$ cat src/rtl/tick_pkg.sv
// Shared types and board constants for the tick-strobe monitor.
package tick_pkg;

  typedef enum logic {
    SEARCH = 1'b0,
    TRACK  = 1'b1
  } state_e;

  localparam int CLK_HZ           = 50_000_000;
  localparam int TICK_HZ          = 4;
  localparam int DEFAULT_EXPECTED = CLK_HZ / TICK_HZ;

endpackage

$ cat src/rtl/tick_monitor_if.sv
// Strobe input and measurement results of the tick monitor, bundled as one port.
interface tick_monitor_if #(
  parameter int CW = 24
);

  logic          tick;
  logic [CW-1:0] period_out;
  logic          period_valid;
  logic          early;
  logic          late;
  logic          locked;
  logic [7:0]    miss_count;

  modport master (
    output tick,
    input  period_out, period_valid, early, late, locked, miss_count
  );

  modport slave (
    input  tick,
    output period_out, period_valid, early, late, locked, miss_count
  );

endinterface

$ cat src/rtl/tick_monitor.sv
// Measures the spacing of a periodic one-cycle strobe, flags early/missing
// strobes and reports lock after two consecutive in-tolerance periods.
//
//   state  | meaning
//   SEARCH | waiting for a reference tick to start measuring
//   TRACK  | counting cycles since the last tick
module tick_monitor
  import tick_pkg::*;
#(
  parameter int EXPECTED = DEFAULT_EXPECTED,
  parameter int TOL      = 4,
  parameter int CW       = 24
) (
  input logic           clk,
  input logic           reset,
  tick_monitor_if.slave mon
);

  if (longint'(EXPECTED) + longint'(TOL) >= (longint'(1) << CW)) begin : g_cw_check
    $error("tick_monitor: EXPECTED+TOL does not fit in CW bits");
  end
  if (TOL >= EXPECTED) begin : g_tol_check
    $error("tick_monitor: TOL must be smaller than EXPECTED");
  end

  localparam logic [CW-1:0] LO = CW'(EXPECTED - TOL);
  localparam logic [CW-1:0] HI = CW'(EXPECTED + TOL);

  state_e        state_q;
  logic [CW-1:0] counter_q;
  logic [1:0]    good_q;
  logic [CW-1:0] period_q;
  logic          valid_q;
  logic          early_q;
  logic          late_q;
  logic          locked_q;
  logic [7:0]    miss_q;

  // counter never exceeds HI-1 in TRACK, so elapsed cannot wrap
  logic [CW-1:0] elapsed_d;
  assign elapsed_d = counter_q + CW'(1);

  always_ff @(posedge clk) begin
    if (!reset) begin
      state_q   <= SEARCH;
      counter_q <= '0;
      good_q    <= '0;
      period_q  <= '0;
      valid_q   <= 1'b0;
      early_q   <= 1'b0;
      late_q    <= 1'b0;
      locked_q  <= 1'b0;
      miss_q    <= '0;
    end else begin
      valid_q <= 1'b0;
      early_q <= 1'b0;
      late_q  <= 1'b0;
      case (state_q)
        SEARCH: begin
          if (mon.tick) begin
            counter_q <= '0;
            state_q   <= TRACK;
          end
        end
        TRACK: begin
          if (mon.tick) begin
            period_q  <= elapsed_d;
            valid_q   <= 1'b1;
            counter_q <= '0;
            if (elapsed_d >= LO) begin
              if (good_q != 2'd2) good_q <= good_q + 2'd1;
              if (good_q != 2'd0) locked_q <= 1'b1;
            end else begin
              early_q  <= 1'b1;
              good_q   <= '0;
              locked_q <= 1'b0;
            end
          end else if (elapsed_d == HI) begin
            late_q    <= 1'b1;
            if (miss_q != 8'hFF) miss_q <= miss_q + 8'd1;
            good_q    <= '0;
            locked_q  <= 1'b0;
            counter_q <= '0;
            state_q   <= SEARCH;
          end else begin
            counter_q <= elapsed_d;
          end
        end
        default: state_q <= SEARCH;
      endcase
    end
  end

  assign mon.period_out   = period_q;
  assign mon.period_valid = valid_q;
  assign mon.early        = early_q;
  assign mon.late         = late_q;
  assign mon.locked       = locked_q;
  assign mon.miss_count   = miss_q;

endmodule

$ cat src/flat_wrapper.sv
// flat-port wrapper written by rule: the top's interface ports become plain ports
module tick_monitor_flat import tick_pkg::*;
#(
  parameter int EXPECTED = DEFAULT_EXPECTED,
  parameter int TOL      = 4,
  parameter int CW       = 24
)
  (clk, reset, mon_tick, mon_period_out, mon_period_valid, mon_early, mon_late, mon_locked, mon_miss_count);
  tick_monitor_if #(.CW(CW)) mon_i ();
  input logic clk;
  input logic reset;
  input wire logic [$bits(mon_i.tick)-1:0] mon_tick;
  output wire logic [$bits(mon_i.period_out)-1:0] mon_period_out;
  output wire logic [$bits(mon_i.period_valid)-1:0] mon_period_valid;
  output wire logic [$bits(mon_i.early)-1:0] mon_early;
  output wire logic [$bits(mon_i.late)-1:0] mon_late;
  output wire logic [$bits(mon_i.locked)-1:0] mon_locked;
  output wire logic [$bits(mon_i.miss_count)-1:0] mon_miss_count;
  assign mon_i.tick = mon_tick;
  assign mon_period_out = mon_i.period_out;
  assign mon_period_valid = mon_i.period_valid;
  assign mon_early = mon_i.early;
  assign mon_late = mon_i.late;
  assign mon_locked = mon_i.locked;
  assign mon_miss_count = mon_i.miss_count;
  tick_monitor #(.EXPECTED(EXPECTED), .TOL(TOL), .CW(CW)) u_core (.clk(clk), .reset(reset), .mon(mon_i));
endmodule
$ cat config.mk
export PLATFORM = sky130hd
export DESIGN_NAME = tick_monitor_flat
export DESIGN_NICKNAME = d
export VERILOG_FILES = /design/src/rtl/tick_pkg.sv /design/src/rtl/tick_monitor_if.sv /design/src/rtl/tick_monitor.sv /design/src/flat_wrapper.sv
export SDC_FILE = /design/constraint.sdc
export NUM_CORES = 1
export LEC_CHECK = 0
export ABC_AREA = 1
export CAP_MARGIN = 40
export CORE_UTILIZATION = 60
export DETAILED_ROUTE_END_ITERATION = 16
export GPL_TIMING_DRIVEN = 0
export MAX_ROUTING_LAYER = met4
export PLACE_DENSITY = 0.84
export SLEW_MARGIN = 40
export SYNTH_ARGS = -nofsm -noshare
export SYNTH_HDL_FRONTEND = slang
export SYNTH_SLANG_ARGS = --single-unit
$ cat constraint.sdc
create_clock -name clk -period 5.4 [get_ports clk]
set_clock_uncertainty 0.1 [all_clocks]
set_input_delay 0.54 -clock clk [delete_from_list [all_inputs] [get_ports clk]]
set_output_delay 0.54 -clock clk [all_outputs]
set_load 0.02 [all_outputs]
==> summary.md <==
| Metric | Value |
|---|---|
| Slew Viols, Final | 0 |
| Crit start category | register |
| RSZ-0062 raised after global routing | false |
| Detailed Routing Iterations Pass 1 | 5 |
| Post-Synth XOR/XNOR Area | 3.742% |
| WHS | 398.6 ps |
| Initial DRC Count | 313 |
| CP endpoint kind | register |
| First-pass GRT wire length | 14770 microns |
| Tcrit/Tclk final | 49.99% |
| Ys Warns | 0 |
| Compound-Gate Fraction of Synth Area | 10.69% |
| Reg-to-Reg Start | u_core.counter_q[1] |
| Util after Layout | 74.46% |
| Num CTS Buffers | 9 |
| CP max FO | 10 |
| # hold bufs at CTS | 0 |
| F_max | 370.4 MHz |
| Ant diodes | 0 |
| Worst-path clk slew | 80 ps |
| Detailed-route DRC error count | 0 |
| Row count | 27 |
| Fin nets | 574 |
| #FFs+latches synth | 63 |
| Routed wire length | 8982 microns |
| Worst vdd ir | 0.1966 mV |
| Status | completed |
| Slew headroom | 56.75% |
| Largest family of logic cells by synthesized area | simple AND/OR/NAND/NOR gates |
| Post_cts resized | 0 |
| Chip height | 78.13 microns |
| Worst Path Required | 5560 ps |
| Leak | 1.658 nW |
| Total GRT Usage | 32.13% |
| Synth Area in Simple Gates | 38.22% |
| Mapped Area | 3477 sq um |
| Number of setup buffers added after CTS | 0 |
| Primary FF master, synth | dfxtp_1 |
| Grt ovf | 0 |
| Placer Congestion | 0.9168 |
| Latest clock arrival within the worst-skew pair | 350 ps |
| Critical path type | register to register |
| CTS Buffer Depth | 2 |
| Share of cells above drive strength 1 | 9.632% |
| Setup crit start | u_core.counter_q[1] |
| Post-Syn Instances | 519 |
| CP arrival | 2860 ps |
| Setup TNS Final | 0 ps |
| Mapped Nets | 527 |
| Asr flop ratio synth | 0% |
| Die W | 78.13 microns |
| Antenna violations before repair | 0 |
| Die area | 6104 sq um |
| Area Growth Syn to Fin | 18.64% |
| EDFF count, synth | 0 |
| Netlist cell types | 30 |
| Core Footprint | 5540 sq um |
| CTS tree | yes |
| Synth Area in Adders | 1.799% |
| Vias per cell | 5.468 |
| I/O pin cnt | 39 |
| Placed Cells | 627 |
| Port bufs | 36 |
| Final setup viols | 0 |
| Design area | 4125 sq um |
| Crit path time final | 2700 ps |
| Htree depth | 3 |
| Worst-margin pin slew | 646.3 ps |
| HP Class | register to register |
| Final instance count without filler cells | 643 |
| Mux contribution to synthesized area | 0% |
| Root buffer cell | clkbuf_8 |
| Syn Area/Cell | 6.700 sq um |
| Clk sink count | 63 |
| Routed WL per cell | 13.97 microns |
| Sequential share of the synthesized area | 36.27% |
| HPWL after DPL | 6636 microns |
| DP Area | 3928 sq um |
| Hold Path Origin | u_core.mon.period_out[1] |
| # Max-Cap Violations | 0 |
| Starting Density | 62.76% |
| Cell Pwr Density | 240.3 nW/um^2 |
| Largest net degree at the start of global routing | 13 |
| Vias | 3516 |
| Hold Vio Cnt, Final | 0 |
| Vias in the first global route | 3131 |
| ANT nets after route | 0 |
==> worst max-delay path, cell delays in order (launching register included) <==
cell,delay [ps]
dfxtp_1,430
ha_1,250
nand3_1,160
nor2_2,180
xor2_1,330
nor2_1,110
nand2_1,130
inv_2,40
nand2_2,80
inv_2,40
nand2_2,90
nand2_4,90
nor2_8,170
buf_6,190
nand2_1,60
a21oi_1,150
==> synthesized netlist by cell type (2+ instances only) <==
master | count | area (sq um)
xor2_1 | 9 | 78.83
nor2_4 | 8 | 90.09
nor3_1 | 3 | 15.01
o21ai_0 | 19 | 95.09
nand2_2 | 12 | 75.07
buf_6 | 2 | 22.52
inv_2 | 4 | 15.01
nand4_1 | 17 | 106.4
o211ai_1 | 9 | 67.56
clkinv_1 | 2 | 7.510
ha_1 | 5 | 62.56
nand2_1 | 142 | 533.0
inv_1 | 60 | 225.2
nand3b_1 | 4 | 30.03
clkbuf_1 | 13 | 48.80
nand2_4 | 2 | 22.52
a21oi_1 | 38 | 190.2
dfxtp_1 | 63 | 1261
xnor2_1 | 4 | 35.03
nor2_2 | 8 | 50.05
nor2_1 | 58 | 217.7
nand3_1 | 29 | 145.1
==> cell families after synthesis <==
group,Yosys count
xor+xnor,14
compound gates,69
simple gates,286
fa+ha+maj,5
buf+inv,82
flops,63
==> registers in the layout, summed over array words and instances, names as in the netlist <==
name / cells
u_core.mon.early: 1
u_core.mon.miss_count: 8
u_core.mon.late: 1
u_core.mon.period_valid: 1
u_core.state_q: 1
u_core.counter_q: 24
u_core.mon.period_out: 24
u_core.good_q: 2
u_core.mon.locked: 1
==> layer usage <==
layer / wire [microns] / track usage (%)
met5: 0 / -
met4: 183 / 11.67
met3: 685 / 5.349
met2: 4161 / 52.19
met1: 3951 / 40.23
==> cell type report <==
| type | count | area [sq um] |
|---|---|---|
| repair buffers | 36 | 360.3 |
| clock inverters | 7 | 73.82 |
| plain buffers | 16 | 75.07 |
| well taps | 72 | 90.09 |
| flip-flops and latches | 63 | 1261 |
| clock buffers | 9 | 123.9 |
| fillers | 473 | 1415 |
| multi-input cells | 374 | 1893 |
| inverters | 66 | 247.7 |
==> placed cells by master (no fill, tap or decap) <==
| cell | count |
|---|---|
| bufinv_16 | 1 |
| nand2_2 | 12 |
| nor2_1 | 58 |
| nor2_8 | 1 |
| a31oi_1 | 1 |
| inv_2 | 4 |
| nand2_1 | 142 |
| clkinv_4 | 3 |
| clkinv_1 | 2 |
| ha_1 | 5 |
| o21bai_1 | 1 |
| xnor2_2 | 1 |
| clkbuf_8 | 9 |
| nor3_1 | 3 |
| xor2_1 | 9 |
| buf_6 | 2 |
| clkdlybuf4s50_1 | 36 |
| nor2_4 | 8 |
| o21ai_1 | 1 |
| o21ai_0 | 19 |
| nand3_4 | 1 |
| buf_1 | 1 |
| nand3_1 | 29 |
| o211ai_1 | 9 |
| inv_1 | 60 |
| nand2_4 | 2 |
| a21oi_1 | 38 |
| clkinv_2 | 2 |
| clkbuf_1 | 13 |
| nand4_1 | 17 |
| dfxtp_1 | 63 |
| nand3b_1 | 4 |
| nor2_2 | 8 |
| xnor2_1 | 4 |
| clkinvlp_4 | 1 |
| and3_1 | 1 |
==> power breakdown <==
group	total [mW]	internal (mW)	switching, mW	leakage, nW
clock	0.407	0.213	0.194	0.0992
combinational	0.0976	0.0351	0.0625	1.05
sequential	0.486	0.478	0.00849	0.512
==> metrics by stage <==
stage               total power, mW  setup WS [ps]
finish                       0.9911           2700
global route                  1.023           2480
CTS                          0.9935           2740
detailed placement           0.5923           2786
global placement             0.5899           2823
floorplan                    0.5541           3174
==> worst paths after layout <==
kind / to / cells past startpoint / slack (ps)
min reg2reg: u_core.mon.period_out[1] / 2 / 400
max reg2reg: u_core.counter_q[14] / 15 / 2700
min: u_core.mon.period_out[1] / 2 / 400
max: u_core.counter_q[14] / 15 / 2700
No activity file was read; power rests on OpenSTA's default activity.
